**src/rtl/aib_link_bringup_ctrl.sv**
```systemverilog
// aib_link_bringup_ctrl: leader-side AIB link bring-up sequencer (config writes, reset release, lock, align, bounded retry)
module aib_link_bringup_ctrl #(
  parameter int NBR_CHNLS    = 24,
  parameter int ACTIVE_CHNLS = 24,
  parameter int AVMM_WIDTH   = 32,
  parameter int BYTE_WIDTH   = 4,
  parameter int CFG_WORDS    = 4,
  parameter int TIMEOUT      = 65535,
  parameter int RST_HOLD     = 16,
  parameter int RETRY_MAX    = 3
) (
  input  logic                            i_cfg_avmm_clk,
  input  logic                            i_cfg_avmm_rst,
  input  logic                            enable,
  input  logic [CFG_WORDS*17-1:0]         cfg_addr_tbl,
  input  logic [CFG_WORDS*AVMM_WIDTH-1:0] cfg_data_tbl,
  output logic [16:0]                     o_cfg_avmm_addr,
  output logic [AVMM_WIDTH-1:0]           o_cfg_avmm_wdata,
  output logic [BYTE_WIDTH-1:0]           o_cfg_avmm_byte_en,
  output logic                            o_cfg_avmm_write,
  input  logic                            i_cfg_avmm_waitreq,
  input  logic                            m_device_detect,
  input  logic [NBR_CHNLS-1:0]            fs_mac_rdy,
  input  logic [NBR_CHNLS-1:0]            m_rx_align_done,
  output logic [NBR_CHNLS-1:0]            ns_adapter_rstn,
  output logic [NBR_CHNLS-1:0]            ns_mac_rdy,
  output logic [NBR_CHNLS-1:0]            ms_rx_dcc_dll_lock_req,
  output logic [NBR_CHNLS-1:0]            ms_tx_dcc_dll_lock_req,
  output logic                            link_up,
  output logic                            link_err,
  output logic [1:0]                      retry_cnt,
  output logic [3:0]                      state
);
  localparam int IW = CFG_WORDS > 1 ? $clog2(CFG_WORDS) : 1;
  localparam logic [NBR_CHNLS-1:0] ACT_MASK = {NBR_CHNLS{1'b1}} >> (NBR_CHNLS - ACTIVE_CHNLS);
  typedef enum logic [3:0] {
    S_IDLE, S_RST, S_WAIT_DET, S_CFG, S_REL, S_WAIT_FS,
    S_LOCK, S_WAIT_ALN, S_LINK_UP, S_FAIL, S_ERROR
  } state_t;
  state_t                  state_q, state_d;
  logic [15:0]             cnt_q, cnt_d;
  logic [1:0]              retry_q, retry_d;
  logic [IW-1:0]           idx_q, idx_d;
  logic [16:0]             addr_q, addr_d;
  logic [AVMM_WIDTH-1:0]   wdata_q, wdata_d;
  logic [BYTE_WIDTH-1:0]   be_q, be_d;
  logic                    wr_q, wr_d;
  logic [NBR_CHNLS-1:0]    rstn_q, rstn_d, mrdy_q, mrdy_d, lock_q, lock_d;
  logic                    up_q, up_d, err_q, err_d;
  logic                    fs_ok, aln_ok, tmo, rel, lck;
  always_comb begin
    fs_ok   = &(fs_mac_rdy | ~ACT_MASK);
    aln_ok  = &(m_rx_align_done | ~ACT_MASK);
    tmo     = cnt_q == 16'(TIMEOUT - 1);
    state_d = state_q;
    retry_d = retry_q;
    idx_d   = idx_q;
    if (!enable) begin
      state_d = S_IDLE;
      retry_d = '0;
    end else begin
      case (state_q)
        S_IDLE:     state_d = S_RST;
        S_RST:      state_d = cnt_q == 16'(RST_HOLD - 1) ? S_WAIT_DET : S_RST;
        S_WAIT_DET: state_d = m_device_detect ? S_CFG : tmo ? S_FAIL : S_WAIT_DET;
        S_CFG: if (!i_cfg_avmm_waitreq) begin
          if (idx_q == IW'(CFG_WORDS - 1)) state_d = S_REL;
          else idx_d = idx_q + 1'b1;
        end
        S_REL:      state_d = S_WAIT_FS;
        S_WAIT_FS:  state_d = fs_ok ? S_LOCK : tmo ? S_FAIL : S_WAIT_FS;
        S_LOCK:     state_d = S_WAIT_ALN;
        S_WAIT_ALN: state_d = aln_ok ? S_LINK_UP : tmo ? S_FAIL : S_WAIT_ALN;
        S_LINK_UP: if (!(fs_ok && aln_ok)) begin
          state_d = S_RST;
          retry_d = '0;
        end
        S_FAIL: if (retry_q < 2'(RETRY_MAX)) begin
          retry_d = retry_q + 2'd1;
          state_d = S_RST;
        end else state_d = S_ERROR;
        S_ERROR:    state_d = S_ERROR;
        default:    state_d = S_IDLE;
      endcase
    end
    if (state_d != S_CFG) idx_d = '0;
    cnt_d   = state_d != state_q ? '0 : cnt_q + 1'b1;
    wr_d    = state_d == S_CFG;
    addr_d  = wr_d ? cfg_addr_tbl[int'(idx_d)*17 +: 17] : '0;
    wdata_d = wr_d ? cfg_data_tbl[int'(idx_d)*AVMM_WIDTH +: AVMM_WIDTH] : '0;
    be_d    = {BYTE_WIDTH{wr_d}};
    rel     = state_d inside {S_REL, S_WAIT_FS, S_LOCK, S_WAIT_ALN, S_LINK_UP};
    lck     = state_d inside {S_LOCK, S_WAIT_ALN, S_LINK_UP};
    rstn_d  = rel ? ACT_MASK : '0;
    mrdy_d  = rel ? ACT_MASK : '0;
    lock_d  = lck ? ACT_MASK : '0;
    up_d    = state_d == S_LINK_UP;
    err_d   = state_d == S_ERROR;
  end
  always_ff @(posedge i_cfg_avmm_clk) begin
    if (i_cfg_avmm_rst) begin
      state_q <= S_IDLE;
      cnt_q   <= '0;
      retry_q <= '0;
      idx_q   <= '0;
      addr_q  <= '0;
      wdata_q <= '0;
      be_q    <= '0;
      wr_q    <= 1'b0;
      rstn_q  <= '0;
      mrdy_q  <= '0;
      lock_q  <= '0;
      up_q    <= 1'b0;
      err_q   <= 1'b0;
    end else begin
      state_q <= state_d;
      cnt_q   <= cnt_d;
      retry_q <= retry_d;
      idx_q   <= idx_d;
      addr_q  <= addr_d;
      wdata_q <= wdata_d;
      be_q    <= be_d;
      wr_q    <= wr_d;
      rstn_q  <= rstn_d;
      mrdy_q  <= mrdy_d;
      lock_q  <= lock_d;
      up_q    <= up_d;
      err_q   <= err_d;
    end
  end
  assign o_cfg_avmm_addr        = addr_q;
  assign o_cfg_avmm_wdata       = wdata_q;
  assign o_cfg_avmm_byte_en     = be_q;
  assign o_cfg_avmm_write       = wr_q;
  assign ns_adapter_rstn        = rstn_q;
  assign ns_mac_rdy             = mrdy_q;
  assign ms_rx_dcc_dll_lock_req = lock_q;
  assign ms_tx_dcc_dll_lock_req = lock_q;
  assign link_up                = up_q;
  assign link_err               = err_q;
  assign retry_cnt              = retry_q;
  assign state                  = state_q;
endmodule
```
**config.mk**
```make
export PLATFORM = sky130hd
export DESIGN_NAME = aib_link_bringup_ctrl
export DESIGN_NICKNAME = d
export VERILOG_FILES = /design/src/rtl/aib_link_bringup_ctrl.sv
export SDC_FILE = /design/constraint.sdc
export NUM_CORES = 1
export LEC_CHECK = 0
export BUFFER_PORTS_ARGS = -buffer_cell sky130_fd_sc_hd__buf_2
export CORE_AREA = 2 2 160 162
export CTS_CLUSTER_SIZE = 14
export DETAILED_ROUTE_END_ITERATION = 8
export DIE_AREA = 0 0 162 164
export PLACE_DENSITY_LB_ADDON = 0.12
export SYNTH_ARGS = -nofsm -noshare
export SYNTH_HDL_FRONTEND = slang
export SYNTH_SLANG_ARGS = --single-unit
```
**constraint.sdc**
```tcl
create_clock -name i_cfg_avmm_clk -period 8.65 [get_ports i_cfg_avmm_clk]
set_clock_uncertainty 0.15 [all_clocks]
set_input_delay 0.865 -clock i_cfg_avmm_clk [delete_from_list [all_inputs] [get_ports i_cfg_avmm_clk]]
set_output_delay 0.865 -clock i_cfg_avmm_clk [all_outputs]
set_load 0.005 [all_outputs]
```
## Word-level counts from Yosys, hierarchy flattened

Index checks and enable logic that the tools add are counted.

- Bits in registers: 125
- Output and inout bits: 158

- Add/sub/neg operators: 3
- $mul: 1
- Order comparisons: 1
- Eq/ne operators: 24
- Shift operators: 2
- Muxes and demuxes: 23
- Bitwise gates (word level): 2
- Reductions and logical operators: 11

Operator list:

| cell | number |
|---|---|
| $shiftx 128x8->32 | 1 |
| $shiftx 68x8->17 | 1 |
| $mux 24 | 2 |
| $reduce_and 24->1 | 2 |
| $mux 4 | 11 |
| $pmux 4 s11 | 1 |
| $eq 4x3->1 const B | 8 |
| $eq 4x4->1 const B | 5 |
| $add 16x1->16 const B | 1 |
| $eq 16x16->1 const B | 1 |
| $eq 16x4->1 const B | 1 |
| $mux 2 | 8 |
| $eq 4x2->1 const B | 3 |
| $mul 2x5->7 const B | 1 |
| $reduce_or 2->1 | 3 |
| $reduce_bool 5->1 | 1 |
| $add 2x1->2 const B | 2 |
| $eq 4x1->1 const B | 1 |
| $logic_not 4->1 | 1 |
| $ne 2x2->1 const B | 2 |
| $ne 4x2->1 const B | 1 |
| $ne 4x4->1 | 1 |
| $pmux 2 s2 | 1 |
| $reduce_and 3->1 | 1 |
| other kinds (6) | 7 |

## Longest topological paths before layout

Gate-level depths: netlist (run 1).

- Depth after elaboration: 9
- Mapped depth: 11

## Worst setup path before layout (run 1)

Ideal clock, no wire load.

- Path kind: input-to-reg
- Start point: in m_rx_align_done[22]
- End point: reg wdata_q[3], in the netlist o_cfg_avmm_wdata[3]
- Arrival: 3113 ps
- Slack: 5253 ps
- Stages: 9
- Buffers on the path: 2
- Cell sequence: nand4_1 > or4_4 > o311ai_1 > o22ai_1 > nand3b_1 > nor4_2 > buf_2 > buf_4 > a2111oi_4

- Cells in the longest elaborated chain, start to end: 8

RTL lines:

| what | RTL line | RTL |
|---|---|---|
| start: declaration | 24 | `input logic [NBR_CHNLS-1:0] m_rx_align_done,` |
| $reduce_and 24->1 (*) | 53 | `aln_ok = &(m_rx_align_done \| ~ACT_MASK);` |
| $logic_and 1x1->1 | 74 | `S_LINK_UP: if (!(fs_ok && aln_ok)) begin` |
| $mux 4 | 74 |  |
| $pmux 4 s11 (*) | 62 | `case (state_q)` |
| $mux 4 (*) | 58 | `if (!enable) begin` |
| $ne 4x2->1 or $eq 4x2->1 (tied branches) | 86, 88 |  |
| $mux 2 or $not 1->1 (tied branches) | n/a |  |
| $shiftx 128x8->32 or $reduce_or 2->1 (tied branches) | n/a |  |
| end signal: assignment | 121 | `wdata_q <= wdata_d;` |
| end: declaration | 45 | `logic [AVMM_WIDTH-1:0] wdata_q, wdata_d;` |

Mark *: on every way between the ends. The rest lies on a longest branch, timed or not.
A chain may end at the register's enable or synchronous reset.

## Worst setup path in the final report (run 1)

- Start point: in fs_mac_rdy[18]
- End point: reg wdata_q[5], in the netlist o_cfg_avmm_wdata[5]

- Cells in the longest elaborated chain, start to end: 8

RTL lines:

| what | RTL line | RTL |
|---|---|---|
| start: declaration | 23 | `input logic [NBR_CHNLS-1:0] fs_mac_rdy,` |
| $reduce_and 24->1 (*) | 52 | `fs_ok = &(fs_mac_rdy \| ~ACT_MASK);` |
| $logic_and 1x1->1 | 74 |  |
| $mux 4 | 74 |  |
| $pmux 4 s11 (*) | 62 |  |
| $mux 4 (*) | 58 |  |
| $ne 4x2->1 or $eq 4x2->1 (tied branches) | 86, 88 |  |
| $mux 2 or $not 1->1 (tied branches) | n/a |  |
| $shiftx 128x8->32 or $reduce_or 2->1 (tied branches) | n/a |  |

Marks and branches as above.

==> impl_metrics.env, run 1 <==
export IMPL_status="finished, final reports clean"
export IMPL_worst_pin_slew_ns=1.06
export IMPL_max_slew_margin_pct=29.5
export IMPL_crit_chain="buf_2 -> nand4_1 -> nor4_2 -> a41oi_1 -> or3_1 -> o211ai_4 -> buf_4 -> or4_4 -> a2111oi_1"
export IMPL_clk_pin_slew_worst_setup_hold_paths_ns=0.06
export IMPL_clock_sinks=78
export IMPL_grt_antenna_before_repair=2
export IMPL_peakVddDrop_uv=61.8
export IMPL_critical_path_max_fanout=52
export IMPL_final_layout_size_suffix_gt1_share_pct=58.2
export IMPL_yosys_reg_bits=78
export IMPL_power_per_cell_area_nw_per_um2=114
export IMPL_synth_area_um2=5770
export IMPL_class_of_the_worst_hold_path="flip-flop to flip-flop"
export IMPL_leakagePower_nw=3.68
export IMPL_first_global_vias=5440
export IMPL_cpPeakStageDelay_ns=0.91
export IMPL_tritoncts_num_buffers=9
export IMPL_setup_repair_after_global_routing_missed_its_margin="false"
export IMPL_design_core_area_um2=24800
export IMPL_grt_pass1_wl_um=30500
export IMPL_cts_buffer_depth=2
export IMPL_cts_hold_repair_buffers=0
export IMPL_routabilityCongestion=0.779
export IMPL_placement_io_buffers=406
export IMPL_syn_nets=906
export IMPL_route_detailed_drc=0
export IMPL_overflow=0
export IMPL_cpMaxStageDelayCell="or4_4"
export IMPL_layout_cells_most_common="buf_2"
export IMPL_async_reset_ff_share_pct=0
export IMPL_min_period_over_period_pct=48.4
export IMPL_drv_cap=0
export IMPL_drt_iter0_drc=212
export IMPL_filler_cell_count=2674
export IMPL_htree_levels=3
export IMPL_critPathCaptureType="flip-flop"
export IMPL_drt_pass1_iter_count=4
export IMPL_detailedPlacementHpwl_um=15400
export IMPL_syn_area_per_cell_um2=8.83
export IMPL_report_final_setup_viol=0
export IMPL_vias_per_cell=4.48
export IMPL_final_period_minus_worst_setup_slack_ns=4.19
export IMPL_detail_route_antenna_nets=0
export IMPL_commonest_cells_after_routing_fill_and_taps_aside="buf_2, dfxtp_1, nor2_1"
export IMPL_finalWorstSetupSlack_ns=4.46
export IMPL_design_die_area_um2=26600
export IMPL_die_h_um=164
export IMPL_synth_main_ff_cell="dfxtp_1"
export IMPL_arrival_ns=4.20
export IMPL_start_util_pct=23.3
export IMPL_netlist_cell_type_count=63
export IMPL_groute_usage_overall_pct=14.8
export IMPL_vias=5706
export IMPL_number_of_i_o_pins=407
export IMPL_setup_tns_final_ns=0
export IMPL_hold_viol_final=0
export IMPL_postSynthCellCount=654
export IMPL_synth_seq_area_share_pct=27.1
export IMPL_clock_tree_root_cell="clkbuf_16"
export IMPL_yosysWarnings=0
export IMPL_post_cts_buffers=0
export IMPL_crit_type="input port to flip-flop"
export IMPL_route_final_wire_length_um=20400
export IMPL_post_cts_resized=0
export IMPL_nets=1191
export IMPL_total_power_mw=0.871
export IMPL_row_count=58
export IMPL_worstSkewPairLatency_ns=0.33
export IMPL_number_of_enable_flip_flop_cells_after_synthesis=0
export IMPL_timing_hold_ws_ns=0.388
export IMPL_route_detailed_wl_per_inst_um=16.0
export IMPL_timing_fmax_mhz=239
export IMPL_start_kind="input port"
export IMPL_die_width_um=162
export IMPL_utilization_pct=30.8
export IMPL_dpl_worst_slack_ns=4.05
export IMPL_layout_area_overhead_vs_synth_pct=32.6
export IMPL_number_of_slew_limit_violations_in_the_final_report=0
export IMPL_critical_path_required_ns=8.66
export IMPL_tritoncts="built"
export IMPL_grt_max_degree=53
-- path summary, 6_finish.rpt --
kind / slack (ns) / start / cells past startpoint / end
setup reg to reg: 4.53 / state[3] / 7 / o_cfg_avmm_wdata[5]
hold reg to reg: 0.39 / cnt_q[0] / 1 / cnt_q[0]
setup / recovery: 4.46 / fs_mac_rdy[18] / 9 / o_cfg_avmm_wdata[5]
hold / removal: 0.39 / cnt_q[0] / 1 / cnt_q[0]
-- flip-flops by register name (all words and copies together) (netlist names) --
signal,cells
o_cfg_avmm_wdata,32
retry_cnt,2
idx_q,2
cnt_q,16
o_cfg_avmm_addr,17
o_cfg_avmm_write,1
link_up,1
state,4
link_err,1
ms_rx_dcc_dll_lock_req,1
ns_mac_rdy,1
-- synth_stat cells, types with 2 or more instances --
master,number,area share [%]
o21a_1,3,0.39
a31oi_1,2,0.22
o21ai_0,5,0.43
buf_4,102,13
nand2_1,17,1.1
nand3_1,8,0.69
o21ai_1,2,0.17
nor3_1,54,4.7
mux2_2,49,9.6
o211ai_1,3,0.39
clkbuf_1,19,1.2
buf_2,9,0.78
nand3b_1,4,0.52
a21o_1,2,0.26
xnor2_1,7,1.1
nand2b_1,6,0.65
xor2_1,8,1.2
dfxtp_1,78,27
nor4_1,11,1.2
nor2_1,67,4.4
a211oi_1,3,0.39
buf_6,6,1.2
a21oi_1,6,0.52
nor4_2,13,2.8
nand4_1,18,2.0
o32ai_1,2,0.30
a22oi_1,2,0.26
a2111oi_1,3,0.52
or2_2,3,0.33
inv_1,58,3.8
a2111oi_2,46,12
ha_1,3,0.65
mux2i_1,2,0.35
and2_1,2,0.22
and3_1,3,0.33
-- stage by stage --
step           instance area (um^2)  std cells
2_1_floorplan                  5770        654
3_3_place_gp                   7340       1258
3_5_place_dp                   7340       1258
4_1_cts                        7650       1272
5_1_grt                        7650       1272
6_report                       7650       1273
-- final cells by class --
class	instances	area, um^2	area share (%)
Clock inverter	4	72.6	0.948
Timing Repair Buffer	411	2070	27.0
Clock buffer	10	239	3.12
Antenna cell	1	2.50	0.0327
Multi-Input combinational cell	380	3070	40.1
Sequential cell	78	1560	20.4
Inverter	59	221	2.89
Tap cell	330	413	5.40
-- per-layer routing --
layer | part of all wire [%] | global-route usage (%) | routed length (um)
met4 | 1.2 | 3.62 | 235
met5 | 0.064 | 0 | 13
met2 | 51 | 27.0 | 10400
met3 | 8.4 | 4.09 | 1700
met1 | 39 | 17.2 | 7990
-- cells by family after synthesis --
logic type                 count (synthesis)  synth area share [%]
and+or+nand+nor                          218                  21.2
DFF                                       78                  27.1
buffers and inverters                    196                  20.4
muxes                                     51                  9.91
adders and majority gates                  3                 0.650
AOI/OAI and AO/OA                         93                  18.5
xor gates and xnor gates                  15                  2.28
-- critical path: cells and delay by family --
| kind | cells | cell delay [ns] |
|---|---|---|
| and+or+nand+nor | 4 | 2.04 |
| AOI/OAI and AO/OA | 3 | 0.63 |
| buffers and inverters | 2 | 0.61 |
-- report_power, final --
group | leakage [nW] | switching (mW) | internal (mW)
clock network | 0.150 | 0.155 | 0.257
registers | 0.628 | 0.00207 | 0.360
logic | 2.90 | 0.0404 | 0.0569
total | 3.68 | 0.197 | 0.674
Note: power is estimated with default switching activity, not from simulation.
==> inputs of run 2 (changes only) <==
==> constraint.sdc (replaced) <==
create_clock -name i_cfg_avmm_clk -period 3.8 [get_ports i_cfg_avmm_clk]
set_clock_uncertainty 0.15 [all_clocks]
set_input_delay 0.38 -clock i_cfg_avmm_clk [delete_from_list [all_inputs] [get_ports i_cfg_avmm_clk]]
set_output_delay 0.38 -clock i_cfg_avmm_clk [all_outputs]
set_load 0.005 [all_outputs]
==> run 2 against run 1 <==
Net effect: combinational power rose by 130%; sequential power up 130%; power is 120% higher; non-clock buffer count is 7 higher; die area is the same; first-iteration DRC count fell by 4.2%; global-route usage rose by 0.17 points; sequential cell count unchanged; critical path depth down 1.
==> impl_metrics.env, run 2 (synthesized netlist as in run 1, its figures left out) <==
export IMPL_drt_iter0_drc=203
export IMPL_share_of_power_burned_in_combinational_logic_pct=11.6
export IMPL_grt_max_degree=52
export IMPL_tritoncts_num_buffers=9
export IMPL_leakagePower_nw=3.71
export IMPL_start_util_pct=23.3
export IMPL_ff_latch_area_um2=1560
export IMPL_layout_cells_most_common="buf_2"
export IMPL_power_per_cell_area_nw_per_um2=250
export IMPL_critical_path_max_fanout=51
export IMPL_filler_cell_count=2749
export IMPL_status="finished, final reports clean"
export IMPL_cts_hold_repair_buffers=0
export IMPL_cpMaxStageDelayCell="or4_4"
export IMPL_drv_cap=0
export IMPL_clock_sinks=78
export IMPL_instances_no_fill=1282
export IMPL_setup_repair_after_global_routing_missed_its_margin="false"
export IMPL_post_cts_buffers=0
export IMPL_commonest_cells_after_routing_fill_and_taps_aside="buf_2, dfxtp_1, nor2_1"
export IMPL_grt_met2_usage_pct=27.6
export IMPL_busiest_layer="met2"
export IMPL_report_final_setup_viol=0
export IMPL_intPower_mw=1.46
export IMPL_clock_tree_root_cell="clkbuf_16"
export IMPL_critical_path_required_ns=3.85
export IMPL_htree_levels=3
export IMPL_drt_pass1_iter_count=4
export IMPL_power_share_switching_pct=24.2
export IMPL_vias_per_cell=4.50
export IMPL_detail_route_antenna_nets=0
export IMPL_final_period_minus_worst_setup_slack_ns=3.39
export IMPL_class_of_the_worst_hold_path="input port to flip-flop"
export IMPL_clock_power_share_pct=45.7
export IMPL_setup_tns_final_ns=0
export IMPL_start_kind="flip-flop"
export IMPL_cts_buffer_depth=2
export IMPL_layout_area_overhead_vs_synth_pct=33.8
export IMPL_p_switching_mw=0.467
export IMPL_die_width_um=162
export IMPL_grtUsageMet3_pct=4.19
export IMPL_route_detailed_drc=0
export IMPL_first_global_vias=5594
export IMPL_peakVddDrop_uv=129
export IMPL_multiInputGateArea_um2=3070
export IMPL_critical_path_buf_inv_count=2
export IMPL_design_die_area_um2=26600
export IMPL_nets=1198
export IMPL_largest_register_ffs=32
export IMPL_placement_io_buffers=406
export IMPL_number_of_i_o_pins=407
export IMPL_routabilityCongestion=0.755
export IMPL_row_count=58
export IMPL_grt_use_met1_pct=16.9
export IMPL_route_detailed_wl_per_inst_um=16.1
export IMPL_cpLargestDelayFamily="compound AO/OA/AOI/OAI gates"
export IMPL_cpPeakStageDelay_ns=0.59
export IMPL_worstSkewPairLatency_ns=0.34
export IMPL_clk_pin_slew_worst_setup_hold_paths_ns=0.07
export IMPL_groute_usage_overall_pct=15.0
export IMPL_die_h_um=164
export IMPL_share_seq_of_total_power_pct=42.7
export IMPL_grt_antenna_before_repair=2
export IMPL_max_slew_margin_pct=32.0
export IMPL_design_core_area_um2=24800
export IMPL_post_cts_resized=0
export IMPL_hold_viol_final=0
export IMPL_arrival_ns=3.44
export IMPL_crit_chain="buf_4 -> nor4b_4 -> a21bo_1 -> o21a_1 -> a21o_1 -> or4_4 -> buf_12 -> a2111oi_1"
export IMPL_worst_pin_slew_ns=1.02
export IMPL_critPathCaptureType="flip-flop"
export IMPL_detailedPlacementHpwl_um=15600
export IMPL_grt_pass1_wl_um=30800
export IMPL_dp_cells=1265
export IMPL_final_layout_size_suffix_gt1_share_pct=58.4
export IMPL_placedInstanceArea_um2=7430
export IMPL_fin_area_um2=7720
export IMPL_tritoncts="built"
export IMPL_vias=5775
export IMPL_min_period_over_period_pct=89.1
export IMPL_route_final_wire_length_um=20600
export IMPL_overflow=0
export IMPL_timing_fmax_mhz=295
export IMPL_crit_type="flip-flop to flip-flop"
export IMPL_number_of_slew_limit_violations_in_the_final_report=0
run 2: worst paths after layout:
kind                    startpoint                  end  slack, ns  cells after the start
hold / removal    cfg_addr_tbl[34]   o_cfg_avmm_addr[0]       0.13                      3
setup / recovery          state[0]  o_cfg_avmm_wdata[5]       0.41                      8
setup reg to reg          state[0]  o_cfg_avmm_wdata[5]       0.41                      8
hold reg to reg           cnt_q[0]             cnt_q[0]       0.37                      1
run 2: area by class of cell:
type                       instances  share of cell area (%)
sequential                        78                    20.2
tap                              330                    5.35
multi-input combinational        380                    39.8
clock buffer                      11                    3.01
inverter                          59                    2.87
clock inverter                     5                   0.778
antenna                            1                  0.0324
timing repair buffer             418                    28.0
run 2: through the flow:
step / power (mW) / hold slack (ns) / setup WS [ns] / utilization [%]
after floorplan: 0.925 / 0.334 / 0.888 / -
after global placement: 1.07 / 0.371 / 0.470 / 29.9
after detailed placement: 1.07 / 0.363 / 0.426 / 29.9
after CTS: 1.96 / 0.122 / 0.409 / 31.1
after global routing: 2.02 / 0.131 / 0.263 / 31.1
final: 1.93 / 0.132 / 0.413 / 31.1
run 2: worst reg2reg max path, delay by kind of cell (launching register included):
family,cells,cell delay [ns]
buf+inv,2,0.47
compound gates,4,1.17
flops,1,0.45
simple gates,2,1.02
run 2: power by group through the flow:
stage	combinational (mW)	sequential, mW	clock (mW)
floorplan	0.0848	0.840	0
global placement	0.225	0.841	0
detailed placement	0.225	0.841	0
CTS	0.227	0.822	0.915
global route	0.250	0.822	0.949
finish	0.224	0.822	0.881
run 2: per-layer routing:
metal	up-vias	share of wire [%]	routed length (um)
met5	-	0.078	16
met1	2655	39	7990
met3	18	8.3	1710
li1	2832	-	-
met4	2	1.7	342
met2	268	51	10500
==> inputs of run 3 (changes only) <==
==> constraint.sdc (replaced) <==
create_clock -name i_cfg_avmm_clk -period 3.9 [get_ports i_cfg_avmm_clk]
set_clock_uncertainty 0.15 [all_clocks]
set_input_delay 0.39 -clock i_cfg_avmm_clk [delete_from_list [all_inputs] [get_ports i_cfg_avmm_clk]]
set_output_delay 0.39 -clock i_cfg_avmm_clk [all_outputs]
set_load 0.005 [all_outputs]
==> run 3 against run 2 <==
Net effect: sequential share of layout area fell by 0.095 points; critical path depth did not move; count of clock-buffer cells in the layout fell by 1; clock power fell by 4.2%; sequential cell count did not move; register-to-register slack improved by 0.09 ns; global-route usage fell by 0.17 points; final area rose by 0.47%; setup slack improved by 0.088 ns; die area did not move; fmax fell by 0.34%.
==> impl_metrics.env, run 3 (synthesized netlist as in run 1, its figures left out) <==
export IMPL_first_global_vias=5414
export IMPL_hold_path_startpoint="cfg_data_tbl[69]"
export IMPL_setup_repair_after_global_routing_missed_its_margin="false"
export IMPL_status="finished, final reports clean"
export IMPL_die_h_um=164
export IMPL_peakVddDrop_uv=156
export IMPL_final_period_minus_worst_setup_slack_ns=3.40
export IMPL_post_cts_buffers=0
export IMPL_r2r_worst_path_cells=8
export IMPL_grt_antenna_before_repair=1
export IMPL_drt_iter0_drc=180
export IMPL_timing_fmax_mhz=294
export IMPL_detail_route_antenna_nets=0
export IMPL_routabilityCongestion=0.773
export IMPL_hold_viol_final=0
export IMPL_nets=1203
export IMPL_grt_max_degree=50
export IMPL_startpoint_of_the_most_critical_register_to_register_path="state[1]"
export IMPL_htree_levels=3
export IMPL_route_final_wire_length_um=20500
export IMPL_multiInputGateArea_um2=3070
export IMPL_overflow=0
export IMPL_utilization_pct=31.3
export IMPL_layout_cells_most_common="buf_2"
export IMPL_clock_sinks=78
export IMPL_setup_tns_final_ns=0
export IMPL_min_delay_path_depth=3
export IMPL_design_die_area_um2=26600
export IMPL_start_kind="flip-flop"
export IMPL_number_of_slew_limit_violations_in_the_final_report=0
export IMPL_placement_io_buffers=406
export IMPL_class_of_the_worst_hold_path="input port to flip-flop"
export IMPL_critical_path_required_ns=3.98
export IMPL_die_width_um=162
export IMPL_post_cts_resized=0
export IMPL_route_detailed_drc=0
export IMPL_filler_cell_count=2751
export IMPL_report_final_setup_viol=0
export IMPL_setup_reg_to_reg_worst_slack_ns=0.50
export IMPL_timing_hold_worst_endpoint="o_cfg_avmm_wdata[5]"
export IMPL_grt_pass1_wl_um=30400
export IMPL_largest_register_ffs=32
export IMPL_number_of_i_o_pins=407
export IMPL_drv_cap=0
export IMPL_total_power_mw=1.87
export IMPL_vias=5733
export IMPL_worstSkewPairLatency_ns=0.34
export IMPL_detailedPlacementHpwl_um=15800
export IMPL_cts_buffer_depth=2
export IMPL_route_detailed_wl_per_inst_um=15.9
export IMPL_leakagePower_nw=3.73
export IMPL_vias_per_cell=4.45
export IMPL_groute_usage_overall_pct=14.8
export IMPL_tritoncts="built"
export IMPL_min_period_over_period_pct=87.1
export IMPL_worst_pin_slew_ns=1.02
export IMPL_final_layout_size_suffix_gt1_share_pct=58.7
export IMPL_critPathCaptureType="flip-flop"
export IMPL_power_per_cell_area_nw_per_um2=241
export IMPL_clk_pin_slew_worst_setup_hold_paths_ns=0.07
export IMPL_start_util_pct=23.3
export IMPL_cts_hold_repair_buffers=0
export IMPL_max_slew_margin_pct=31.6
export IMPL_crit_type="flip-flop to flip-flop"
export IMPL_critical_path_max_fanout=29
export IMPL_layout_area_overhead_vs_synth_pct=34.4
export IMPL_arrival_ns=3.48
export IMPL_ff_latch_area_um2=1560
export IMPL_drt_pass1_iter_count=4
export IMPL_clock_tree_root_cell="clkbuf_16"
export IMPL_row_count=58
export IMPL_tritoncts_num_buffers=9
export IMPL_crit_reg2reg_capture="o_cfg_avmm_wdata[30]"
export IMPL_commonest_cells_after_routing_fill_and_taps_aside="buf_2, dfxtp_1, nor2_1"
export IMPL_design_core_area_um2=24800
==> run 3: metal layers <==
layer	up-vias	wire length, um	track usage [%]
met2	256	10700	27.7
met1	2623	7970	16.9
li1	2845	-	-
met5	-	0	0
met4	0	183	3.10
met3	9	1570	3.84
==> run 3: where the power goes <==
group / total, mW / internal [mW] / switching (mW) / leakage (nW)
registers: 0.802 / 0.798 / 0.00357 / 0.628
clock network: 0.844 / 0.494 / 0.350 / 0.134
logic: 0.221 / 0.129 / 0.0919 / 2.97
total: 1.87 / 1.42 / 0.446 / 3.73
==> run 3: stage by stage <==
stage | setup WS [ns] | instance area (um^2) | std cells | hold slack (ns)
CTS | 0.492 | 7760 | 1286 | 0.131
global route | 0.260 | 7760 | 1286 | 0.134
global placement | 0.429 | 7460 | 1270 | 0.379
detailed placement | 0.407 | 7460 | 1270 | 0.366
floorplan | 0.978 | 5770 | 654 | 0.334
finish | 0.501 | 7760 | 1287 | 0.150
==> run 3: critical path, cell delays in order (launching register included) <==
cell and delay, ns:
dfxtp_1 0.67, nor4bb_1 0.18, a221oi_2 0.37, nand4_1 0.18, nand2_1 0.27, o211ai_4 0.14, or4_4 0.69, buf_12 0.26
a2111oi_2 0.35
==> run 3: area by class of cell <==
type | instances | area share, %
sequential | 78 | 20.1
clock buffer | 10 | 2.95
timing repair buffer | 423 | 28.3
inverter | 59 | 2.85
multi-input combinational | 380 | 39.6
tap | 330 | 5.32
antenna | 1 | 0.0323
clock inverter | 6 | 0.806
==> run 3: worst max path at each step <==
stage	startpoint	to	slack, ns	depth (start not counted)
after floorplan	m_rx_align_done[22]	o_cfg_avmm_wdata[3]	0.98	9
after global placement	m_rx_align_done[22]	o_cfg_avmm_wdata[18]	0.43	9
after detailed placement	m_rx_align_done[22]	o_cfg_avmm_wdata[13]	0.41	9
after CTS	state[1]	o_cfg_avmm_wdata[11]	0.49	8
after global routing	state[1]	o_cfg_avmm_wdata[29]	0.26	8
final	state[1]	o_cfg_avmm_wdata[30]	0.50	8
